$ cat src/rtl/i2c_seq_pkg.sv
// Shared opcodes, i2c core register map, CR/SR bit masks and sequencer state encoding.
package i2c_seq_pkg;

  localparam logic [1:0] OP_WR    = 2'd0;
  localparam logic [1:0] OP_RD    = 2'd1;
  localparam logic [1:0] OP_POLL  = 2'd2;
  localparam logic [1:0] OP_DELAY = 2'd3;

  localparam logic [2:0] REG_PRERLO = 3'd0;
  localparam logic [2:0] REG_PRERHI = 3'd1;
  localparam logic [2:0] REG_CTR    = 3'd2;
  localparam logic [2:0] REG_TXR    = 3'd3;
  localparam logic [2:0] REG_RXR    = 3'd3;
  localparam logic [2:0] REG_CR     = 3'd4;
  localparam logic [2:0] REG_SR     = 3'd4;

  localparam logic [7:0] CR_STA   = 8'h80;
  localparam logic [7:0] CR_STO   = 8'h40;
  localparam logic [7:0] CR_RD    = 8'h20;
  localparam logic [7:0] CR_WR    = 8'h10;
  localparam logic [7:0] SR_TIP   = 8'h02;
  localparam logic [7:0] SR_RXACK = 8'h80;

  typedef enum logic [2:0] {
    IDLE  = 3'd0,
    BUS   = 3'd1,
    GAP   = 3'd2,
    RESP  = 3'd3,
    DELAY = 3'd4
  } seq_state_e;

endpackage

$ cat src/rtl/i2c_seq_wb_xfer.sv
// Single-transfer Wishbone master: drives one access while 'active' and captures read data on ack.
// Optional ack watchdog is built only when I2C_SEQ_ACK_WDOG_EN is defined.
module i2c_seq_wb_xfer #(
  parameter int ACK_TO = 15
) (
  input  logic       clk,
  input  logic       rst,
  input  logic       active,
  input  logic       we,
  input  logic [2:0] adr,
  input  logic [7:0] wdat,
  output logic       done,
  output logic       timeout,
  output logic [7:0] rdata,
  output logic [2:0] wb_adr,
  output logic [7:0] wb_wdat,
  input  logic [7:0] wb_rdat,
  output logic       wb_we,
  output logic       wb_stb,
  output logic       wb_cyc,
  input  logic       wb_ack
);

  // Bus signals are gated so the port idles at zero outside an access.
  assign wb_cyc  = active;
  assign wb_stb  = active;
  assign wb_we   = active & we;
  assign wb_adr  = active ? adr : 3'd0;
  assign wb_wdat = (active && we) ? wdat : 8'h00;

  always_ff @(posedge clk) begin
    if (rst) begin
      rdata <= 8'h00;
    end else if (active && wb_ack) begin
      rdata <= wb_rdat;
    end
  end

`ifdef I2C_SEQ_ACK_WDOG_EN
  localparam int CW = (ACK_TO < 2) ? 1 : $clog2(ACK_TO);

  logic [CW-1:0] wd_cnt;
  logic          at_limit;

  assign at_limit = (wd_cnt == CW'(ACK_TO - 1));

  always_ff @(posedge clk) begin
    if (rst || !active) begin
      wd_cnt <= '0;
    end else if (!at_limit) begin
      wd_cnt <= wd_cnt + 1'b1;
    end
  end

  // A late ack in the final watchdog cycle still wins.
  assign timeout = active & ~wb_ack & at_limit;
`else
  logic unused_ack_to;
  assign unused_ack_to = ^ACK_TO;
  assign timeout       = 1'b0;
`endif

  assign done = active & (wb_ack | timeout);

endmodule

$ cat src/rtl/i2c_wb_cmd_seq.sv
// Command sequencer mastering the i2c_master_top Wishbone port: WR / RD / POLL / DELAY commands.
// Define I2C_SEQ_ACK_WDOG_EN to enable the Wishbone ack watchdog (error response after ACK_TO cycles).
module i2c_wb_cmd_seq
  import i2c_seq_pkg::*;
#(
  parameter int POLL_TO = 1023,
  parameter int ACK_TO  = 15
) (
  input  logic       wb_clk_i,
  input  logic       wb_rst_i,
  input  logic       cmd_valid_i,
  output logic       cmd_ready_o,
  input  logic [1:0] cmd_op_i,
  input  logic [2:0] cmd_adr_i,
  input  logic [7:0] cmd_dat_i,
  output logic       rsp_valid_o,
  input  logic       rsp_ready_i,
  output logic [7:0] rsp_dat_o,
  output logic       rsp_err_o,
  output logic       busy_o,
  output logic [2:0] wb_adr_o,
  output logic [7:0] wb_dat_o,
  input  logic [7:0] wb_dat_i,
  output logic       wb_we_o,
  output logic       wb_stb_o,
  output logic       wb_cyc_o,
  input  logic       wb_ack_i,
  output seq_state_e state
);

  // Handshakes: a command transfers on a clock where cmd_valid_i & cmd_ready_o; a response
  // transfers where rsp_valid_o & rsp_ready_i, and rsp_dat_o/rsp_err_o hold until then.

  localparam logic [9:0] POLL_LIM = 10'(POLL_TO);

  seq_state_e state_q, state_d;
  logic [1:0] op_q;
  logic [2:0] adr_q;
  logic [7:0] dat_q;
  logic [9:0] poll_cnt;
  logic [7:0] dly_cnt;
  logic [7:0] rsp_dat_q;
  logic       rsp_err_q;
  logic       xfer_done, xfer_timeout, poll_hit;
  logic [7:0] xfer_rdata;

  i2c_seq_wb_xfer #(.ACK_TO(ACK_TO)) u_xfer (
    .clk     (wb_clk_i),
    .rst     (wb_rst_i),
    .active  (state_q == BUS),
    .we      (op_q == OP_WR),
    .adr     (adr_q),
    .wdat    (dat_q),
    .done    (xfer_done),
    .timeout (xfer_timeout),
    .rdata   (xfer_rdata),
    .wb_adr  (wb_adr_o),
    .wb_wdat (wb_dat_o),
    .wb_rdat (wb_dat_i),
    .wb_we   (wb_we_o),
    .wb_stb  (wb_stb_o),
    .wb_cyc  (wb_cyc_o),
    .wb_ack  (wb_ack_i)
  );

  // Nonzero masked status means the polled condition is still pending.
  assign poll_hit = ((xfer_rdata & dat_q) != 8'h00);

  always_ff @(posedge wb_clk_i) begin
    if (wb_rst_i) state_q <= IDLE;
    else          state_q <= state_d;
  end

  always_comb begin
    state_d     = state_q;
    cmd_ready_o = 1'b0;
    rsp_valid_o = 1'b0;
    case (state_q)
      IDLE: begin
        cmd_ready_o = 1'b1;
        if (cmd_valid_i) state_d = (cmd_op_i == OP_DELAY) ? DELAY : BUS;
      end
      BUS: begin
        if (xfer_timeout)   state_d = RESP;
        else if (xfer_done) state_d = GAP;
      end
      GAP: begin
        case (op_q)
          OP_RD:   state_d = RESP;
          OP_POLL: state_d = (poll_hit && poll_cnt != POLL_LIM) ? BUS : RESP;
          default: state_d = IDLE;
        endcase
      end
      RESP: begin
        rsp_valid_o = 1'b1;
        if (rsp_ready_i) state_d = IDLE;
      end
      DELAY: begin
        if (dly_cnt == 8'h00) state_d = IDLE;
      end
      default: state_d = IDLE;
    endcase
  end

  always_ff @(posedge wb_clk_i) begin
    if (wb_rst_i) begin
      op_q      <= OP_WR;
      adr_q     <= 3'd0;
      dat_q     <= 8'h00;
      poll_cnt  <= 10'd0;
      dly_cnt   <= 8'h00;
      rsp_dat_q <= 8'h00;
      rsp_err_q <= 1'b0;
    end else begin
      case (state_q)
        IDLE: begin
          if (cmd_valid_i) begin
            op_q     <= cmd_op_i;
            adr_q    <= cmd_adr_i;
            dat_q    <= cmd_dat_i;
            poll_cnt <= 10'd0;
            dly_cnt  <= cmd_dat_i;
          end
        end
        BUS: begin
          if (xfer_timeout) begin
            rsp_dat_q <= 8'hFF;
            rsp_err_q <= 1'b1;
          end
        end
        GAP: begin
          rsp_dat_q <= xfer_rdata;
          rsp_err_q <= (op_q == OP_POLL) && poll_hit;
          if (op_q == OP_POLL && poll_hit && poll_cnt != POLL_LIM) poll_cnt <= poll_cnt + 1'b1;
        end
        DELAY: begin
          if (dly_cnt != 8'h00) dly_cnt <= dly_cnt - 1'b1;
        end
        default: ;
      endcase
    end
  end

  assign rsp_dat_o = (state_q == RESP) ? rsp_dat_q : 8'h00;
  assign rsp_err_o = (state_q == RESP) & rsp_err_q;
  assign busy_o    = (state_q != IDLE);
  assign state     = state_q;

endmodule
$ cat config.mk
export PLATFORM = sky130hd
export DESIGN_NAME = i2c_wb_cmd_seq
export DESIGN_NICKNAME = d
export VERILOG_FILES = /design/src/rtl/i2c_seq_pkg.sv /design/src/rtl/i2c_seq_wb_xfer.sv /design/src/rtl/i2c_wb_cmd_seq.sv
export SDC_FILE = /design/constraint.sdc
export NUM_CORES = 1
export LEC_CHECK = 0
export BUFFER_PORTS_ARGS = -buffer_cell sky130_fd_sc_hd__buf_2
export CAP_MARGIN = 15
export CORE_MARGIN = 4
export CORE_UTILIZATION = 54
export CTS_CLUSTER_DIAMETER = 50
export DETAILED_ROUTE_END_ITERATION = 7
export PLACE_DENSITY = 0.86
export SLEW_MARGIN = 30
export SYNTH_ARGS = -nofsm -noshare
export SYNTH_HDL_FRONTEND = slang
export SYNTH_HIERARCHICAL = 1
export SYNTH_SLANG_ARGS = --single-unit
$ cat constraint.sdc
create_clock -name wb_clk_i -period 3.13 [get_ports wb_clk_i]
set_clock_uncertainty 0.05 [all_clocks]
set_input_delay 0.939 -clock wb_clk_i [delete_from_list [all_inputs] [get_ports wb_clk_i]]
set_output_delay 0.939 -clock wb_clk_i [all_outputs]
set_load 0.03 [all_outputs]
After elaboration in Yosys (flattened, before gate mapping)
Cells that the tools add are included.
{"block": "word_totals", "latch_bits": 0, "n_memories": 0, "inputBits": 26, "reg_bits": 51, "wordCells": 65, "ram_bits": 0, "mem_bits_ro": 0, "out_inout_bits": 29}
{"block": "op_classes", "order_cmp": 0, "n_bitwise": 4, "div": 0, "n_addsub": 2, "n_mul": 0, "mux": 19, "shift": 0, "reduce_logical": 17, "eq_ne": 14}
{"cell": "$mux W8", "count": 4}
{"cell": "$mux W10", "count": 2}
{"cell": "$pmux W10 S2", "count": 1}
{"cell": "$mux W3", "count": 6}
{"cell": "$pmux W8 S2", "count": 1}
{"cell": "$reduce_bool A8 Y1", "count": 2}
{"cell": "$pmux W3 S5", "count": 1}
{"cell": "$ne A2 B2 Y1 const B", "count": 6}
{"cell": "$add A10 B1 Y10 const B", "count": 1}
{"cell": "$ne A10 B10 Y1 const B", "count": 1}
{"cell": "$and A8 B8 Y8", "count": 1}
{"cell": "$logic_not A8 Y1", "count": 1}
{"cell": "$sub A8 B1 Y8 const B", "count": 1}
{"cell": "$eq A3 B2 Y1 const B", "count": 2}
{"cell": "$reduce_and A3 Y1", "count": 2}
{"cell": "$logic_and A1 B1 Y1", "count": 5}
{"cell": "$eq A2 B2 Y1 const B", "count": 2}
{"cell": "$pmux W2 S2", "count": 1}
{"cell": "$reduce_and A4 Y1", "count": 1}
{"cell": "$reduce_bool A2 Y1", "count": 2}
{"cell": "$and A1 B1 Y1", "count": 3}
{"cell": "$eq A3 B1 Y1 const B", "count": 1}
{"cell": "$eq A3 B3 Y1 const B", "count": 1}
{"cell": "$logic_not A3 Y1", "count": 1}
{"cell": "other kinds (6)", "count": 7}

Depth between registers and ports, before layout
{"block": "logic_depth", "depth_word": 6, "depth_mapped": 9, "mapped_depth_nobuf": 7}

Modules after synthesis
The synthesis kept the hierarchy.
{"mod": "i2c_wb_cmd_seq", "area_each_um2": 2150.8, "cells_each": 276, "instances": 1, "seq_area_each_um2": 860.8}
{"mod": "i2c_seq_wb_xfer", "area_each_um2": 481.7, "cells_each": 55, "instances": 1, "seq_area_each_um2": 160.2}

Worst setup path before layout
No wires, ideal clock.
{"block": "synth_timing", "kind": "reg-to-output", "from": "reg state_q[0] (netlist: state[0])", "to": "out wb_dat_o[0]", "arrival_ns": 1.990, "slack_ns": 0.151, "stages_incl_launch_ff": 6, "n_path_buf": 3, "path_cell_list": "dfxtp_1 clkbuf_1 nor3b_1 buf_4 buf_4 and3_1"}
{"block": "synth_via", "elab_chain_cells": 3}
{"element": "start, declared", "line_no": "i2c_wb_cmd_seq.sv:36", "source": "seq_state_e state_q, state_d;"}
{"element": "start signal, assigned", "line_no": "i2c_wb_cmd_seq.sv:71", "source": "else state_q <= state_d;"}
{"element": "$eq A3 B1 Y1", "line_no": "i2c_wb_cmd_seq.sv:50", "source": ".active (state_q == BUS),"}
{"element": "$logic_and A1 B1 Y1", "line_no": "i2c_seq_wb_xfer.sv:29", "source": "assign wb_wdat = (active && we) ? wdat : 8'h00;"}
{"element": "$mux W8", "line_no": "i2c_seq_wb_xfer.sv:29"}
{"element": "end, declared", "line_no": "i2c_wb_cmd_seq.sv:22", "source": "output logic [7:0] wb_dat_o,"}
No other way between the ends.

Worst setup path after layout
{"block": "layout_timing", "from": "reg state_q[0] (netlist: state[0])", "to": "out wb_dat_o[1]"}
Same word-level chain as after synthesis.

==> impl_metrics.json <==
{
  "powerDensity_nw_per_um2": 501.2,
  "clk_latency_ns": 0.30,
  "synth_nets": 363,
  "synth_ff_type": "dfxtp_1",
  "dpl_cell_area_um2": 2884,
  "endpoint_kind": "output port",
  "first_global_vias": 2333,
  "dieArea_um2": 6056,
  "initial_core_util_pct": 55.74,
  "viasPerCell": 5.718,
  "startpoint_type": "flip-flop",
  "regArea_um2": 1021,
  "synth_area_um2": 2633,
  "diodes": 0,
  "rsz0062_at_grt": "false",
  "grt_usage_pct": 21.50,
  "grt_remaining_overflow": 0,
  "cts_tree": "built",
  "slew_headroom_pct": 61.52,
  "cts_num_sinks": 51,
  "yosys.area.top_type": "dfxtp_1",
  "ys_async_sr_fraction_pct": 0,
  "die_x_um": 77.82,
  "antenna_found_initial": 0,
  "setup_viol": 0,
  "cts.reportedPaths.clkPinSlew_ns": 0.09,
  "post_cts_buffers": 0,
  "grt_max_degree": 33,
  "cts_max_path_buffers": 2,
  "multi_input_area_um2": 1470,
  "hp-class": "flip-flop to flip-flop",
  "vias": 2510,
  "yosysMostFrequentCell": "dfxtp_1",
  "synthToLayoutAreaGrowth_pct": 14.40,
  "yosysUniqueCellTypes": 56,
  "synth-edff-count": 0,
  "detail-route-antenna-nets": 0,
  "layout-drive-gt1-share_pct": 22.31,
  "die_h_um": 77.82,
  "drv_cap": 0,
  "worstPathArrival_ns": 1.96,
  "pin_count": 55,
  "gp_congestion": 0.8480,
  "detailedPlace.worstSlack_ns": 0.4409,
  "fin_area_um2": 3012,
  "hold_viol_final": 0,
  "seq_area_frac_synth_pct": 38.78,
  "ys_top_cells_by_area": "dfxtp_1 39%, a21oi_1 7.2%, nand2_1 5.8%, nor2_1 4.6%, and2_1 3.6%",
  "critPathSlowestCell": "dfxtp_1",
  "cts_resized": 0,
  "cts_buffers": 5,
  "utilization_pct": 63.76,
  "detailed_place_hpwl_mm": 4.603,
  "finalNetCount": 403,
  "cts_root_buffer": "clkbuf_8",
  "synth_commonest_cells": "51 x dfxtp_1, 41 x nand2_1, 38 x a21oi_1, 32 x nor2_1",
  "syn_area_per_cell_um2": 7.953,
  "synth_cells": 331,
  "grt_pass1_wl_mm": 10.54,
  "first_pass_iters": 4,
  "drc": 0,
  "synth_top_area_share_pct": 38.78,
  "slowest_delay_ns": 0.66,
  "ys_warn_count": 6,
  "fmax_mhz": 339.2,
  "outcome": "completed",
  "leakage_nw": 1.265,
  "tightest_slew_ns": 0.5753,
  "htreeDepth": 2,
  "wl_per_cell_um": 14.66,
  "period_needed_ns": 2.948,
  "dr.first_iter.drc_count": 144,
  "cp.required_ns": 2.14,
  "path_cells": "nor3b_2, buf_4, and3_1, buf_2",
  "worst_slack_ns": 0.1818,
  "peakVddDrop_mv": 0.2587,
  "ys_ff_latch": 51,
  "coreArea_um2": 4723,
  "row_count": 25,
  "fin_crit_sh_pct": 94.19,
  "nFillCells": 409,
  "routed_wl_mm": 6.434,
  "path_class": "flip-flop to output port",
  "postCtsHoldBufs": 0,
  "tns_ns": 0,
  "slew_viol_final": 0,
  "portBuffers": 54,
  "crit_fanout": 32
}
-- sequential cells by signal (all words and copies together) (netlist names) --
signal	cells
poll_cnt	10
dat_q	8
dly_cnt	8
rsp_dat_q	8
u_xfer/rdata	8
adr_q	3
state	3
op_q	2
rsp_err_q	1
-- logic make-up (layout without fill, tap and decap cells) --
group                      count (synthesis)  after routing  share of synthesized area [%]
muxes                                      3              3                          1.188
xor gates and xnor gates                   1              1                         0.3328
AOI/OAI and AO/OA                         81             81                          19.58
adders and majority gates                  6              6                          2.852
other                                      1              1                         0.1424
DFF                                       51             51                          38.78
and+or+nand+nor                          158            158                          31.32
buffers and inverters                     30             71                          5.798
-- report_power, final --
| group | switching [W] | internal, W | leakage, nW |
|---|---|---|---|
| sequential | 0.0000427 | 0.000693 | 0.416 |
| clock | 0.000222 | 0.000263 | 0.0618 |
| combinational | 0.000185 | 0.000105 | 0.787 |
| total | 0.000449 | 0.00106 | 1.27 |
-- per-layer routing --
layer | wire length (um) | vias up | global-route usage, %
met5 | 0 | - | 0
met1 | 2806 | 1152 | 25.96
li1 | - | 1242 | -
met2 | 3076 | 101 | 36.39
met4 | 150 | 0 | 9.786
met3 | 400 | 15 | 4.524
-- final timing paths --
path	slack, ns	cells after the start	endpoint	startpoint
max	0.18	4	wb_dat_o[1]	state[0]
min	0.41	2	adr_q[1]	adr_q[1]
max reg2reg	0.66	4	dly_cnt[7]	state[2]
min reg2reg	0.41	2	adr_q[1]	adr_q[1]
-- cell usage in the layout (no fill, tap or decap), types with 7 or more instances in the layout --
| master | n |
|---|---|
| and2_1 | 15 |
| nor3_1 | 12 |
| and3_1 | 9 |
| nand3_1 | 15 |
| nand2_1 | 41 |
| dfxtp_1 | 51 |
| o21ai_1 | 7 |
| a21bo_2 | 7 |
| nor2_1 | 32 |
| buf_2 | 54 |
| a21oi_1 | 38 |
-- layout make-up --
cell class	count	share of cell area (%)
clock buffer	6	2.742
clock inverter	2	1.288
inverter	6	0.7478
multi-input combinational	250	48.82
sequential	51	33.90
tap	67	2.784
timing repair buffer	57	9.722
-- stage by stage --
| stage | std cells | total power, W | hold WS, ns |
|---|---|---|---|
| 6_report | 439 | 0.001510 | 0.4074 |
| 5_1_grt | 439 | 0.001579 | 0.4223 |
| 2_1_floorplan | 331 | 0.0009607 | 0.3817 |
| 3_5_place_dp | 431 | 0.001036 | 0.3958 |
| 3_3_place_gp | 431 | 0.001022 | 0.3878 |
| 4_1_cts | 439 | 0.001516 | 0.4088 |
-- critical path: cells and delay by family, from the launching register on --
| family | cells | cell delay, ns |
|---|---|---|
| flops | 1 | 0.66 |
| buf+inv | 2 | 0.51 |
| simple gates | 2 | 0.49 |
No activity file was read; power rests on OpenSTA's default activity.
